File: src/rtl/running_light_ctrl.sv
// Serial loader for a running-light shift register: shifts a pattern out LSB first
// at a programmable step rate, optionally recirculating it so the display rotates.
module running_light_ctrl #(
  parameter int unsigned WIDTH = 8,
  parameter int unsigned IDX_W = 3,
  parameter int unsigned DIV_W = 24
) (
  input  logic             clk,
  input  logic             rst,
  input  logic             start,
  input  logic             stop,
  input  logic [WIDTH-1:0] pattern_i,
  input  logic [DIV_W-1:0] div_i,
  input  logic             mode_i,
  output logic             step_o,
  output logic             data_o,
  output logic             busy_o,
  output logic             done_o,
  output logic [IDX_W-1:0] pos_o
);

  typedef enum logic [1:0] {
    ST_IDLE   = 2'd0,
    ST_LOAD   = 2'd1,
    ST_ROTATE = 2'd2
  } state_e;

  localparam logic [IDX_W-1:0] IDX_LAST = IDX_W'(WIDTH - 1);

  state_e           state_q, state_d;
  logic [DIV_W-1:0] cnt_q, cnt_d;
  logic [IDX_W-1:0] idx_q, idx_d;
  logic [WIDTH-1:0] pat_q, pat_d;
  logic [DIV_W-1:0] div_q, div_d;
  logic             mode_q, mode_d;
  logic             done_q, done_d;

  logic busy;
  logic step_due;
  logic idx_last;

  // Step timing comes from registers only; stop may still veto the strobe.
  assign busy     = (state_q != ST_IDLE);
  assign step_due = busy && (cnt_q == (div_q - DIV_W'(1)));
  assign idx_last = (idx_q == IDX_LAST);

  assign busy_o = busy;
  assign step_o = step_due && !stop;
  assign data_o = pat_q[idx_q];
  assign pos_o  = idx_q;
  assign done_o = done_q;

  always_ff @(posedge clk or negedge rst) begin
    if (!rst) begin
      state_q <= ST_IDLE;
      cnt_q   <= '0;
      idx_q   <= '0;
      pat_q   <= '0;
      div_q   <= '0;
      mode_q  <= 1'b0;
      done_q  <= 1'b0;
    end else begin
      state_q <= state_d;
      cnt_q   <= cnt_d;
      idx_q   <= idx_d;
      pat_q   <= pat_d;
      div_q   <= div_d;
      mode_q  <= mode_d;
      done_q  <= done_d;
    end
  end

  always_comb begin
    state_d = state_q;
    cnt_d   = cnt_q;
    idx_d   = idx_q;
    pat_d   = pat_q;
    div_d   = div_q;
    mode_d  = mode_q;
    done_d  = 1'b0;

    unique case (state_q)
      ST_IDLE: begin
        if (start && !stop) begin
          pat_d   = pattern_i;
          div_d   = (div_i == '0) ? DIV_W'(1) : div_i;
          mode_d  = mode_i;
          cnt_d   = '0;
          idx_d   = '0;
          state_d = ST_LOAD;
        end
      end

      ST_LOAD: begin
        if (stop) begin
          state_d = ST_IDLE;
          cnt_d   = '0;
          idx_d   = '0;
        end else if (step_due) begin
          cnt_d = '0;
          if (idx_last) begin
            idx_d   = '0;
            state_d = mode_q ? ST_ROTATE : ST_IDLE;
            done_d  = !mode_q;
          end else begin
            idx_d = idx_q + IDX_W'(1);
          end
        end else begin
          cnt_d = cnt_q + DIV_W'(1);
        end
      end

      ST_ROTATE: begin
        if (stop) begin
          state_d = ST_IDLE;
          cnt_d   = '0;
          idx_d   = '0;
        end else if (step_due) begin
          cnt_d = '0;
          idx_d = idx_last ? '0 : (idx_q + IDX_W'(1));
        end else begin
          cnt_d = cnt_q + DIV_W'(1);
        end
      end

      default: begin
        state_d = ST_IDLE;
        cnt_d   = '0;
        idx_d   = '0;
      end
    endcase
  end

endmodule

File: config.mk
export PLATFORM = sky130hd
export DESIGN_NAME = running_light_ctrl
export DESIGN_NICKNAME = d
export VERILOG_FILES = /design/src/rtl/running_light_ctrl.sv
export SDC_FILE = /design/constraint.sdc
export NUM_CORES = 1
export LEC_CHECK = 0
export CORE_ASPECT_RATIO = 0.8
export CORE_MARGIN = 8
export CORE_UTILIZATION = 61
export DETAILED_ROUTE_END_ITERATION = 16
export PLACE_DENSITY = 0.86
export SYNTH_ARGS = -nofsm -noshare
export SYNTH_HDL_FRONTEND = slang
export SYNTH_SLANG_ARGS = --single-unit
export TNS_END_PERCENT = 5
File: constraint.sdc
create_clock -name clk -period 7.8 [get_ports clk]
set_input_delay 0.78 -clock clk [delete_from_list [all_inputs] [get_ports clk]]
set_output_delay 0.78 -clock clk [all_outputs]
set_load 0.05 [all_outputs]
==> results of run 1 <==
[placed cells by master (no fill, tap or decap), types with 9 or more instances in the layout]
cell type / synthesis / routed
sky130_fd_sc_hd__clkbuf_8: 0 / 10
sky130_fd_sc_hd__clkdlybuf4s50_1: 0 / 42
sky130_fd_sc_hd__dfrtp_1: 63 / 63
sky130_fd_sc_hd__inv_1: 14 / 14
sky130_fd_sc_hd__mux2_2: 35 / 35
sky130_fd_sc_hd__nand2_1: 20 / 20
sky130_fd_sc_hd__nand3_1: 14 / 14
sky130_fd_sc_hd__nor2_1: 43 / 43
sky130_fd_sc_hd__nor3_1: 9 / 9
sky130_fd_sc_hd__nor4_1: 10 / 10
sky130_fd_sc_hd__xnor2_1: 26 / 26
sky130_fd_sc_hd__xor2_1: 23 / 23
[cell families after synthesis]
| kind of cell | after synthesis | synth area share (%) |
|---|---|---|
| DFF | 63 | 40.7 |
| AOI/OAI and AO/OA | 44 | 9.52 |
| muxes | 39 | 11.8 |
| and+or+nand+nor | 144 | 21.3 |
| buffers and inverters | 28 | 3.32 |
| adders and majority gates | 7 | 2.26 |
| xor gates and xnor gates | 49 | 11.1 |
[worst max path at each step]
stage	end	slack [ps]	depth (start not counted)
floorplan	step_o	4210	8
global placement	step_o	3670	9
detailed placement	step_o	3630	8
CTS	step_o	3230	9
global route	step_o	2990	8
finish	step_o	3220	9
[critical path, cell delays in order, from the launching register on]
cell and delay [ps]:
sky130_fd_sc_hd__dfrtp_1 430, sky130_fd_sc_hd__inv_1 100, sky130_fd_sc_hd__ha_1 320, sky130_fd_sc_hd__nand3_1 400
sky130_fd_sc_hd__o41ai_1 400, sky130_fd_sc_hd__mux2_2 380, sky130_fd_sc_hd__o22ai_1 240, sky130_fd_sc_hd__nand4_4 230
sky130_fd_sc_hd__nor2_1 140, sky130_fd_sc_hd__clkdlybuf4s50_1 820
[area by class of cell]
class	count	area [um2]
multi-input cells	283	2170
fillers	446	1690
flip-flops and latches	63	1580
repair buffers	45	440
clock buffers	13	149
well taps	84	105
clock inverters	3	90.1
inverters	14	52.6
[metal layers]
metal / global-route usage, % / share of wire [%] / wire, um
met1: 27.4 / 45 / 4080
met2: 33.9 / 48 / 4320
met4: 6.59 / 0.90 / 82
met5: 0 / 0 / 0
met3: 4.44 / 6.5 / 592
[report_power, final]
| part | switching [mW] | internal [mW] |
|---|---|---|
| clock network | 0.123 | 0.222 |
| logic | 0.230 | 0.212 |
| registers | 0.113 | 0.407 |
[sequential cells by signal, summed over array words and instances, names as in the netlist]
name and flops:
state_q 2, cnt_q 24, mode_q 1, pos_o 3, div_q 24, done_o 1
pat_q 8
[metrics by stage]
| stage | cells | setup WS [ps] |
|---|---|---|
| final | 505 | 3220 |
| after CTS | 505 | 3230 |
| after global routing | 505 | 2990 |
| after detailed placement | 489 | 3630 |
| after global placement | 489 | 3670 |
| after floorplan | 374 | 4210 |
==> results list, run 1 <==
* Power Density: around 280 nW/um2
* Number of detailed-routing iterations run before antenna repair: 4
* Width of the die: 105 um
- Total power of the final layout: 1.31 mW
- Mean instance size in the synthesized netlist: ~10 um2
- Summed over all nets, the half-perimeter wirelength after detailed placement is approximately 6.9 mm.
- Ranking of synthesized cells by instance count: sky130_fd_sc_hd__dfrtp_1 (63), sky130_fd_sc_hd__nor2_1 (43), sky130_fd_sc_hd__mux2_2 (35), sky130_fd_sc_hd__xnor2_1 (26), sky130_fd_sc_hd__xor2_1 (23)
- The number of antenna diodes in the final layout is 0.
- Across all hold checks on the routed design, the worst slack comes to 486 ps.
- Average detailed-routed wire length per instance: 18.0 um
* Number of endpoints with negative hold slack in the final report: 0
- Number of H-tree levels: 3
- Arrival time of the worst setup path: 3800 ps
* Top cells by area in the synthesized netlist: sky130_fd_sc_hd__dfrtp_1 (41%), sky130_fd_sc_hd__mux2_2 (10%), sky130_fd_sc_hd__xnor2_1 (5.9%)
- The tool flagged a number of max-cap violations equal to 0.
- Ratio of cells with drive above 1 in the final layout: about 16%
- In this run, distinct cell masters in the synthesized netlist total 60.
- For this block, the routed nets add up to 9.08 mm of wire.
- Initial core utilization: 61.7%
- Setup repair after global routing left no endpoint under its margin.
* Headroom to the max-slew limit: 46.9%
* Static leakage: 1.79 nW
- After clock tree synthesis, the setup repair step added 0 buffers.
* CTS resizes: 0
- Final cell utilization of the core: around three quarters
- Clock tree synthesis selected as its root buffer the cell sky130_fd_sc_hd__clkbuf_8.
* Setup crit start: div_q[0]
- In this run the count of I/O pins placed on the die edge is 44.
- Share of the synthesized area in the top cell type: 40.7%
- Number of buffer cells added on primary ports: 43
- Final-stage net count: 460
* Global-route total usage across every layer: roughly a fifth
- Setup violations remaining at the end of the flow were counted as 0.
- The number of antenna violations at the first check in global routing was 0.
* Most frequently used flop master after synthesis: sky130_fd_sc_hd__dfrtp_1
- Count of pins over their slew limit: 0
- The synthesized design contains 63 register bits.
- Along the worst hold path, the cell count comes to 1.
- Entering global routing, the biggest net connects 64 pins.
- For the final routed database, the setup TNS stands at 0 ps.
- With fillers left out, the area of the finished cells amounts to 4580 um2.
- Global routing finished with a remaining overflow of 0.
* Flop2flop setup slack: 4300 ps
- The die covers 9180 um2.
- The worst setup path is of the flop to output port kind.
- In this run the cell area of the synthesized design comes to 3880 um2.
- Worst-path fanout max: 12
* Type of the tightest min-delay check: flop to flop
* Number of buffers created by CTS: 9
* Floorplan core area: 6280 um2
- Number of nets in the synthesized netlist: 418
- Ratio of routed vias to standard cells: 5.91
- STA classifies the critical path endpoint as an output port.
* Final clock period utilization by the worst path: 58.8%
* Cell area after placement: 4350 um2
- Residual antenna-violating net count after detailed routing: 0
* WP data required: 7020 ps
- Cells after synthesis: 374
* R2R cell count: 9
- Part of the Yosys area used for sequential elements: between 40% and 50%
- The worst hold path begins at mode_q.
- Type of element launching the critical path: flop
- Number of hold buffers added after CTS: 0
- Clock skew on the completed layout was measured at 5.59 ps.
- Number of DRC markers after the initial detailed-route iteration: 146
* Clock buffer depth: 2
- By instance count, the leading cell after synthesis is sky130_fd_sc_hd__dfrtp_1.
* Weighted congestion reported at the end of routability-driven placement: between 0.8 and 0.9
* Top cell type by total area after synthesis: sky130_fd_sc_hd__dfrtp_1
- WHS Endpoint: done_o
* Via count of the first global-routing pass: 3077
* Wire length of the first global-routing pass: 15.3 mm
- FF-to-FF Start: div_q[0]
- Run status: completed
- Crit path time final: 4580 ps
- For this run, asynchronously set or reset flops after synthesis account for 100%.
- Number of cell rows: 26
- In the routed design, unresolved DRC markers number 0.
* Clock tree from TritonCTS: built
- The tree built by TritonCTS fans out to 63 sinks.
- Clock transition at the registers of the reported paths: approximately 70 ps
- Based on the critical path, the design can be clocked at up to 218 MHz.
* Die Span Y: 87.3 um
- Largest vdd supply drop: 0.227 mV
* Slew at the pin closest to its max-slew limit: 796 ps
- Total number of vias: 2983
- Number of enable-type register cells in the synthesized netlist: 0
- Relative to the synthesized area, the layout overhead comes to 18.3%.
- Clock latency on the worst-skew pair: 340 ps
- End of the worst register-to-register path: pos_o[2]
- For this run, the number of Yosys warnings is 0.
Power figures use the tool's default switching activity.
==> inputs of run 2 (changes only) <==
CORE_UTILIZATION = 57   (was 61)
PLACE_DENSITY = 0.81   (was 0.86)
clock period = 4.4 ns   (was 7.8 ns; I/O delays follow)
==> results list, run 2 (synthesis results as in run 1) <==
- In this run the power density over the cells is 485 nW/um2.
* Relative area change from synthesis to final layout: 17.9%
- Detailed placement finished with a half-perimeter wire length of 6.86 mm.
* Final clock period utilization by the worst path: 86.3%
- Clock latency on the worst-skew pair: 350 ps
- In this run the worst path has a maximum fanout of 9.
- Across the routed clock network, the largest skew measured is 13.9 ps.
- Via count of the first global-routing pass: 3079
- The first detailed-routing pass ran for 4 iterations.
* Initial core utilization: 57.7%
- The post-route netlist has 17.5% of its cells at a drive strength greater than 1.
- In the routed design, unresolved DRC markers number 0.
- Setup repair after global routing left no endpoint under its margin.
* I/O pin count: between 40 and 50
- R2R cell count: 8
- In this run the critical register-to-register path is launched from div_q[14].
* Clock buffer depth: 2
- Traced cell by cell, the critical path runs through nor4_2 -> nand4_1 -> o41ai_1 -> mux2_2 -> o22ai_1 -> nand4_4 -> nor2_1 -> dlymetal6s2s_1.
- Largest registers: cnt_q (24), div_q (24), pat_q (8)
* Final-layout worst hold slack: 243 ps
* Run status: completed
- Slowest CP cell: sky130_fd_sc_hd__nor4_2
- Width of the die: between 100 and 150 um
* Headroom to the max-slew limit: 47.2%
- Ratio of routed vias to standard cells: 5.91
- Crit path time final: 3800 ps
- At the end of the flow, the number of nets in the layout was about 460.
- Static leakage: between 1.5 and 2 nW
- Wires add up to approximately 9 mm.
- End of the worst register-to-register path: pos_o[2]
- Setup violations remaining at the end of the flow were counted as 0.
- Leaving out fill and tap cells, the most frequent cell in the layout is sky130_fd_sc_hd__dfrtp_1.
- Largest vdd supply drop: 0.283 mV
- Weighted congestion reported at the end of routability-driven placement: 0.937
* Number of endpoints with negative hold slack in the final report: 0
* Number of cell rows: 27
- 0 antenna diodes ended up in the layout.
* Slew at the pin closest to its max-slew limit: 793 ps
- The worst setup path is captured at an output port.
- Global routing used 19.6% of the available tracks.
- Type of element launching the critical path: flop
* Flop2flop setup slack: 1020 ps
- Average detailed-routed wire length per instance: ~18 um
- Setup slack on the critical path of the routed design comes to roughly 600 ps.
* Floorplan core area: 6720 um2
* Post-place setup slack: 575 ps
* Setup crit start: div_q[14]
- Total gr overflow: 0
- Crit path kind: flop to output port
- The die covers about 9700 um2.
* Wire length of the first global-routing pass: 15.2 mm
- Die Span Y: 89.8 um
- Input and output buffers added on the ports amount to 43.
- Highest achievable clock rate: 263 MHz
- Clock-pin slew was measured on the worst setup and hold paths at 70 ps.
- Top library cells by usage in the layout, fill and taps aside: sky130_fd_sc_hd__dfrtp_1 (63), sky130_fd_sc_hd__nor2_1 (43), sky130_fd_sc_hd__clkdlybuf4s50_1 (41)
- The max-slew violation count is 0.
* WP data required: approximately 4000 ps
- In this run, post-CTS hold repair placed 0 buffers.
* Number of buffers created by CTS: 9
* Crit path to: step_o
* Max-cap violations: 0
* Number of DRC markers after the initial detailed-route iteration: 199
- The detail route stage leaves a number of antenna-violating nets equal to 0.
- For this run, the slowest stage of the critical path takes 500 ps.
- For the final routed database, the setup TNS stands at 0 ps.
- TritonCTS built the clock tree.
* Clock tree root driver cell: sky130_fd_sc_hd__clkbuf_8
* Arrival time of the worst setup path: around 3400 ps
- The clock drives 63 sinks.
- Pin count of the biggest net entering global routing: 64
* Type of the tightest min-delay check: input port to async pin
- Across all layers, the routed design uses 3010 vias.
* Number of H-tree levels: 3
- Antenna violations before repair: 0
## run 2: critical path, delay by kind of cell, from the launching register on
family	cells	cell delay [ps]
AO/OA/AOI/OAI	2	620
buffers and inverters	1	430
flip-flops	1	440
multiplexers	1	370
AND/OR/NAND/NOR	4	1160
## run 2: final cells by class
class | instances | area (um2)
sequential | 63 | 1580
fill | 520 | 2150
clock buffer | 9 | 124
multi-input combinational | 283 | 2180
clock inverter | 7 | 81.3
timing repair buffer | 46 | 450
tap | 87 | 109
inverter | 14 | 52.6
## run 2: power by group
| group | internal (mW) | total (mW) | switching [mW] |
|---|---|---|---|
| clock network | 0.268 | 0.517 | 0.249 |
| logic | 0.376 | 0.780 | 0.404 |
| registers | 0.721 | 0.918 | 0.197 |
| total | 1.37 | 2.21 | 0.850 |
## run 2: how the worst min path moves through the flow
stage           start         to  cells after the start
2_1_floorplan     rst   cnt_q[0]                      0
4_1_cts           rst   div_q[6]                      2
6_report          rst  cnt_q[12]                      2
3_3_place_gp   mode_q     done_o                      1
5_1_grt           rst   div_q[5]                      2
3_5_place_dp   mode_q     done_o                      1
## run 2: per-layer routing
layer	GRT usage, %	part of all wire (%)	wire, um	up-vias
met5	0	0	0	-
met1	26.1	46	4080	1481
met4	6.11	2.0	176	0
met2	30.6	47	4200	86
li1	-	-	-	1427
met3	4.78	5.6	503	16
## run 2: timing repair
item | 4_1_cts | 5_1_grt
endpoints found under the setup margin | 0 | 1
setup buffers | 0 | 0
resized for setup | 0 | 2
## run 2: stage by stage
step,area (um2),util (%),power (mW),std cells
floorplan,3880,-,1.50,374
global placement,4360,64.8,1.67,493
detailed placement,4360,64.8,1.70,493
CTS,4560,67.9,2.22,509
global route,4570,68.0,2.36,509
finish,4570,68.0,2.21,509
